**config.mk**
```make
export PLATFORM = sky130hd
export DESIGN_NAME = digit_scan_ctrl
export DESIGN_NICKNAME = d
export VERILOG_FILES = /design/src/rtl/digit_scan_ctrl.sv
export SDC_FILE = /design/constraint.sdc
export NUM_CORES = 1
export LEC_CHECK = 0
export CAP_MARGIN = 20
export CORE_MARGIN = 1
export CORE_UTILIZATION = 41
export CTS_BUF_LIST = sky130_fd_sc_hd__clkbuf_4
export DETAILED_ROUTE_END_ITERATION = 8
export PLACE_DENSITY_LB_ADDON = 0.05
export SETUP_SLACK_MARGIN = 0.2
export SLEW_MARGIN = 5
export SYNTH_ARGS = -nofsm -noshare
export SYNTH_HDL_FRONTEND = slang
export SYNTH_SLANG_ARGS = --single-unit
export TNS_END_PERCENT = 1
```
**constraint.sdc**
```tcl
create_clock -name clk -period 2.5 [get_ports clk]
set_input_delay 0.625 -clock clk [delete_from_list [all_inputs] [get_ports clk]]
set_output_delay 0.625 -clock clk [all_outputs]
set_load 0.05 [all_outputs]
```
**src/rtl/digit_scan_ctrl.sv**
```systemverilog
// rtl/digit_scan_ctrl.sv - four-digit seven-segment scan controller with per-slot blanking
// Display values are double-buffered and swapped only at frame boundaries.
module digit_scan_ctrl #(
    parameter int DIV   = 50000,
    parameter int BLANK = 1000
) (
    input  logic        clk,
    input  logic        rst,
    input  logic [15:0] value,
    input  logic [3:0]  dp_in,
    input  logic        load,
    output logic [1:0]  sel,
    output logic        en_n,
    output logic [6:0]  seg,
    output logic        dp_n,
    output logic        frame_done
);

    localparam int CW = (DIV > 1) ? $clog2(DIV) : 1;
    localparam logic [CW-1:0] LAST = CW'(DIV - 1);

    logic [CW-1:0] cnt;
    logic [15:0]   disp;
    logic [15:0]   pend;
    logic [3:0]    dpd;
    logic [3:0]    pdp;
    logic          pvalid;
    logic          wrap;
    logic          boundary;
    logic [3:0]    nib;

    assign wrap     = (cnt == LAST);
    assign boundary = wrap && (sel == 2'd3);

    always_ff @(posedge clk) begin
        if (rst) begin
            cnt    <= '0;
            sel    <= 2'd0;
            disp   <= 16'h0000;
            dpd    <= 4'h0;
            pend   <= 16'h0000;
            pdp    <= 4'h0;
            pvalid <= 1'b0;
        end else begin
            cnt <= wrap ? '0 : cnt + 1'b1;
            if (wrap)
                sel <= sel + 2'd1;
            // A load landing on the boundary bypasses the pending buffer entirely.
            if (boundary) begin
                pvalid <= 1'b0;
                if (load) begin
                    disp <= value;
                    dpd  <= dp_in;
                end else if (pvalid) begin
                    disp <= pend;
                    dpd  <= pdp;
                end
            end else if (load) begin
                pend   <= value;
                pdp    <= dp_in;
                pvalid <= 1'b1;
            end
        end
    end

    generate
        if (BLANK == 0) begin : g_noblank
            assign en_n = 1'b0;
        end else begin : g_blank
            localparam logic [CW-1:0] BLANK_C = CW'(BLANK);
            assign en_n = (cnt < BLANK_C);
        end
    endgenerate

    assign nib        = disp[{sel, 2'b00} +: 4];
    assign dp_n       = ~dpd[sel];
    assign frame_done = boundary;

    always_comb begin
        seg = 7'b1111111;
        case (nib)
            4'h0: seg = 7'b1000000;
            4'h1: seg = 7'b1111001;
            4'h2: seg = 7'b0100100;
            4'h3: seg = 7'b0110000;
            4'h4: seg = 7'b0011001;
            4'h5: seg = 7'b0010010;
            4'h6: seg = 7'b0000010;
            4'h7: seg = 7'b1111000;
            4'h8: seg = 7'b0000000;
            4'h9: seg = 7'b0010000;
            4'hA: seg = 7'b0001000;
            4'hB: seg = 7'b0000011;
            4'hC: seg = 7'b1000110;
            4'hD: seg = 7'b0100001;
            4'hE: seg = 7'b0000110;
            4'hF: seg = 7'b0001110;
            default: seg = 7'b1111111;
        endcase
    end

endmodule

```
---- Word-level counts from Yosys, hierarchy flattened ----
Memory sizes are Yosys's and may differ from the RTL's.
Cells that the tools add are included.
W data, S select, Z words.
operators by class
  add/subtract/negate cells ............... 2
  multiply operators ...................... 0
  divide/modulo/power cells ............... 0
  order comparisons ....................... 2
  equal/unequal tests ..................... 2
  shift-type cells ........................ 1
  mux-type cells .......................... 6
  bitwise gates (word level) .............. 2
  reductions and logical operators ........ 6
operators by type and width
  cell                     count
  $mux W16                 2
  $add A16 B1 Y16 const B  1
  $eq A16 B16 Y1 const B   1
  $lt A16 B10 Y1 const B   1
  $shiftx A16 B5 Y4        1
  $mux W4                  2
  $reduce_and A2 Y1        2
  $reduce_or A2 Y1         2
  $lt A2 B3 Y1 const B     1
  $add A2 B1 Y2 const B    1
  $bmux W1 S2              1
  $eq A2 B2 Y1 const B     1
  $not A1 Y1               2
  $reduce_bool A2 Y1       1
  $logic_and A1 B1 Y1      1
  $mux W1                  1
storage, ports and cells
  bits in registers ....................... 59
  bits in latches ......................... 0
  bits in writable memories ............... 0
  bits in read-only memories .............. 112
  bits of input ports ..................... 23
  output and inout port bits .............. 12
  logic and storage cells ................. 29
  memories kept ........................... 1
memory list
  memory           depth  width  rd ports  clocked after memory_dff  wr ports  RTL line  RTL
  (no name shown)  16     7      1         0                         0         81        case (nib)

---- Depth between registers and ports, before layout ----
  depth in word-level cells ............... 4
  gate-level depth with buffers ........... 7
  mapped depth without buffers ............ 6

---- Worst setup path after synthesis ----
No wires, ideal clock.
  kind .................................... register to output
  start ................................... register sel[0]
  end ..................................... output seg[5]
  arrival ................................. 3.093 ns
  required time ........................... 1.875 ns
  slack ................................... -1.218 ns
  stages on the path, launching flop included .. 6
  buffers on the path ..................... 2
  cells stage by stage .................... dfxtp_1 > buf_2 > mux4_2 > clkbuf_1 > or2_2 > o21ai_0
between the ends
  word-level cells in the longest chain between the ends .. 2
RTL lines
  item                      RTL line  RTL
  start: declaration        12        output logic [1:0] sel,
  start signal: assignment  47        sel <= sel + 2'd1;
  $shiftx A16 B5 Y4         75        assign nib = disp[{sel, 2'b00} +: 4];
  $mem_v2 Z16 W7            -
  end: declaration          14        output logic [6:0] seg,
Every way passes these cells.

---- Final worst setup path ----
  start ................................... register sel[0]
  end ..................................... output seg[3]
The elaborated chain is that of the path after synthesis.

==> flow_results.xml <==
<?xml version="1.0" encoding="UTF-8"?>
<metrics>
  <group name="status">
    <metric name="outcome" unit="">finished, violations left</metric>
    <metric name="failed_checks" unit="">setup timing</metric>
  </group>
  <group name="timing">
    <metric name="skew" unit="ns">0.0211</metric>
    <metric name="final_min_period_over_clock_period" unit="%">114</metric>
    <metric name="timing.final.max_slew_violations" unit="">0</metric>
    <metric name="setup_violations" unit="">7</metric>
    <metric name="grt_setup_unrepaired" unit="">yes</metric>
    <metric name="timing.setup.tns" unit="ns">-1.97</metric>
    <metric name="setup_slack" unit="ns">-0.358</metric>
    <metric name="clock.fmax" unit="MHz">350</metric>
    <metric name="hold_violations" unit="">0</metric>
    <metric name="timing.slew.headroom" unit="%">67.5</metric>
    <metric name="tightest_slew" unit="ns">0.490</metric>
    <metric name="final.min_clock_period" unit="ns">2.86</metric>
    <metric name="final.hold.worst_slack" unit="ns">0.467</metric>
  </group>
  <group name="final_layout">
    <metric name="synthToLayoutAreaGrowth" unit="%">25.8</metric>
    <metric name="mostFrequentLayoutCells" unit="">sky130_fd_sc_hd__dfxtp_1, sky130_fd_sc_hd__nor2_1, sky130_fd_sc_hd__mux2i_1</metric>
    <metric name="filler_cell_count" unit="">709</metric>
    <metric name="antennaDiodeCount" unit="">0</metric>
    <metric name="mostFrequentLayoutCell" unit="">sky130_fd_sc_hd__dfxtp_1</metric>
    <metric name="multi_input_area" unit="sq um">2010</metric>
    <metric name="ff_latch_area" unit="sq um">1190</metric>
    <metric name="layout-drive-gt1-share" unit="%">25.6</metric>
    <metric name="finish.net_count" unit="">406</metric>
  </group>
  <group name="logic_synthesis">
    <metric name="synth_area_leaders" unit="">sky130_fd_sc_hd__dfxtp_1, sky130_fd_sc_hd__mux2i_1, sky130_fd_sc_hd__nand2b_1, sky130_fd_sc_hd__mux2_2, sky130_fd_sc_hd__nor2_1</metric>
    <metric name="synth_area_leader_cell" unit="">sky130_fd_sc_hd__dfxtp_1</metric>
    <metric name="synth_enable_flop_cells" unit="">0</metric>
    <metric name="postSynth.asyncResetShare" unit="%">0</metric>
    <metric name="netlist_area_before_placement" unit="sq um">3210</metric>
    <metric name="synth_top_cell_area_share" unit="%">36.8</metric>
    <metric name="synth_warnings" unit="">0</metric>
    <metric name="yosys_register_bits" unit="">59</metric>
    <metric name="syn_inst" unit="">333</metric>
    <metric name="ys.flop_type" unit="">sky130_fd_sc_hd__dfxtp_1</metric>
    <metric name="yosysSeqAreaShare" unit="%">36.8</metric>
    <metric name="synthesis.nets" unit="">364</metric>
    <metric name="netlist-cell-type-count" unit="">36</metric>
    <metric name="synthesis.area_per_instance" unit="sq um">9.63</metric>
  </group>
  <group name="route">
    <metric name="drtIter0Drc" unit="">57</metric>
    <metric name="avgViaCountPerCell" unit="">4.87</metric>
    <metric name="first_pass_iters" unit="">4</metric>
    <metric name="post-route-drc-count" unit="">0</metric>
    <metric name="totalWireLength" unit="microns">6130</metric>
    <metric name="route.vias.total" unit="">2326</metric>
    <metric name="route.detailed.wl_per_inst" unit="microns">12.8</metric>
    <metric name="route.antenna.remaining_nets" unit="">0</metric>
  </group>
  <group name="floorplanning">
    <metric name="coreArea" unit="sq um">7410</metric>
    <metric name="boundaryPins" unit="">35</metric>
    <metric name="die_boundary_height" unit="microns">90.5</metric>
    <metric name="die_w" unit="microns">90.5</metric>
    <metric name="std_cell_rows" unit="">31</metric>
    <metric name="dieArea" unit="sq um">8180</metric>
    <metric name="initial_utilization" unit="%">43.3</metric>
  </group>
  <group name="clocking">
    <metric name="cts_buffer_depth" unit="">2</metric>
    <metric name="clk-insertion-delay-late" unit="ns">0.39</metric>
    <metric name="clk_pin_slew_worst_paths" unit="ns">0.10</metric>
    <metric name="htreeDepth" unit="">3</metric>
    <metric name="cts_buffers" unit="">9</metric>
    <metric name="clk_root_buffer_cell" unit="">sky130_fd_sc_hd__clkbuf_4</metric>
    <metric name="cts_tree" unit="">built</metric>
    <metric name="cts_sinks" unit="">59</metric>
  </group>
  <group name="pwr">
    <metric name="vdd_ir_drop_max" unit="mV">0.258</metric>
    <metric name="leakagePower" unit="nW">1.59</metric>
    <metric name="power.density" unit="nW/um^2">443</metric>
    <metric name="total_power" unit="mW">1.79</metric>
  </group>
  <group name="setup_path">
    <metric name="reg2reg_slack" unit="ns">0.48</metric>
    <metric name="cp.arrival" unit="ns">2.23</metric>
    <metric name="setup.worst_path.class" unit="">reg2out</metric>
    <metric name="required_arrival_time_at_the_worst_endpoint" unit="ns">1.88</metric>
    <metric name="crit_start_category" unit="">register</metric>
    <metric name="cp_max_fo" unit="">6</metric>
    <metric name="setup.worst_path.end_class" unit="">output pin</metric>
  </group>
  <group name="run">
    <metric name="max_cap_violations" unit="">0</metric>
  </group>
  <group name="global_routing">
    <metric name="grtUsageTotal" unit="%">15.9</metric>
    <metric name="number_of_global_route_vias_before_repair" unit="">2170</metric>
    <metric name="grt_antenna_before_repair" unit="">0</metric>
    <metric name="pin_count_of_the_biggest_net_entering_global_routing" unit="">48</metric>
    <metric name="grt_pass1_wl" unit="microns">10300</metric>
    <metric name="grt.overflow.total" unit="">0</metric>
  </group>
  <group name="placement">
    <metric name="globalplace.congestion" unit="">0.830</metric>
    <metric name="dp_hpwl" unit="microns">4320</metric>
    <metric name="io_buffers" unit="">34</metric>
  </group>
  <group name="min_path">
    <metric name="hp-class" unit="">reg2reg</metric>
  </group>
</metrics>
[area by class of cell]
| class | instances | area share [%] |
|---|---|---|
| clock inverters | 5 | 1.36 |
| well taps | 99 | 3.07 |
| flip-flops and latches | 59 | 29.5 |
| repair buffers | 50 | 13.5 |
| clock buffers | 10 | 1.86 |
| multi-input cells | 246 | 49.9 |
| inverters | 9 | 0.837 |
[power breakdown]
part	internal, mW	switching, mW
sequential	0.962	0.0136
combinational	0.0890	0.0743
clock	0.308	0.340
[path summary, 6_finish.rpt]
path	cells past startpoint	end	from
max	6	seg[3]	sel[0]
min reg2reg	1	cnt[0]	cnt[0]
min	1	cnt[0]	cnt[0]
max reg2reg	5	disp[2]	cnt[12]
[sequential cells by signal (all words and copies together) (netlist names)]
| register | cells |
|---|---|
| disp | 16 |
| pend | 16 |
| cnt | 16 |
| pvalid | 1 |
| dpd | 4 |
| sel | 2 |
| pdp | 4 |
[kinds of logic after synthesis]
logic type / count (synthesis) / synth area share [%]
AND/OR/NAND/NOR: 144 / 24.8
multiplexers: 71 / 25.5
AO/OA/AOI/OAI: 8 / 1.68
adder cells (fa/ha/maj): 8 / 3.12
XOR/XNOR: 15 / 4.10
buffers and inverters: 28 / 3.98
flip-flops: 59 / 36.8
[what timing repair did]
| item | 4_1_cts | 5_1_grt |
|---|---|---|
| resized for setup | 13 | 4 |
| hold buffers | 0 | 0 |
| setup buffers | 1 | 0 |
| setup endpoints to repair | 12 | 10 |
| hold endpoints to repair | 0 | 0 |
| pin swaps | 2 | 2 |
[per-layer routing]
| layer | vias up | GRT usage, % | wire length [microns] |
|---|---|---|---|
| li1 | 1216 | - | - |
| met3 | 9 | 3.37 | 159 |
| met4 | 0 | 8.06 | 102 |
| met5 | - | 0 | 0 |
| met2 | 31 | 23.3 | 2590 |
| met1 | 1070 | 21.8 | 3280 |
[stage by stage]
stage	setup WS, ns	area [sq um]	util [%]	cells
2_1_floorplan	-0.165	3300	-	333
3_3_place_gp	0.0315	3850	52.0	462
3_5_place_dp	0.00844	3850	52.0	462
4_1_cts	-0.391	4030	54.4	478
5_1_grt	-0.436	4040	54.5	478
6_report	-0.358	4040	54.5	478
[cell usage after synthesis (6+ instances only)]
cell                       number
sky130_fd_sc_hd__clkbuf_1      10
sky130_fd_sc_hd__dfxtp_1       59
sky130_fd_sc_hd__ha_1           8
sky130_fd_sc_hd__inv_1          9
sky130_fd_sc_hd__mux2_2        21
sky130_fd_sc_hd__mux2i_1       43
sky130_fd_sc_hd__mux4_2         6
sky130_fd_sc_hd__nand2_1        6
sky130_fd_sc_hd__nand2b_1      41
sky130_fd_sc_hd__nor2_1        45
sky130_fd_sc_hd__nor2b_1       20
sky130_fd_sc_hd__nor3_1         6
sky130_fd_sc_hd__xnor2_1       14
[critical path: stages, from the launching register on]
cell and delay [ns]:
sky130_fd_sc_hd__dfxtp_4 0.38, sky130_fd_sc_hd__mux4_2 0.58, sky130_fd_sc_hd__inv_2 0.09, sky130_fd_sc_hd__ha_1 0.14, sky130_fd_sc_hd__inv_2 0.04, sky130_fd_sc_hd__mux4_2 0.46, sky130_fd_sc_hd__buf_6 0.17
Note: power is estimated with default switching activity, not from simulation.
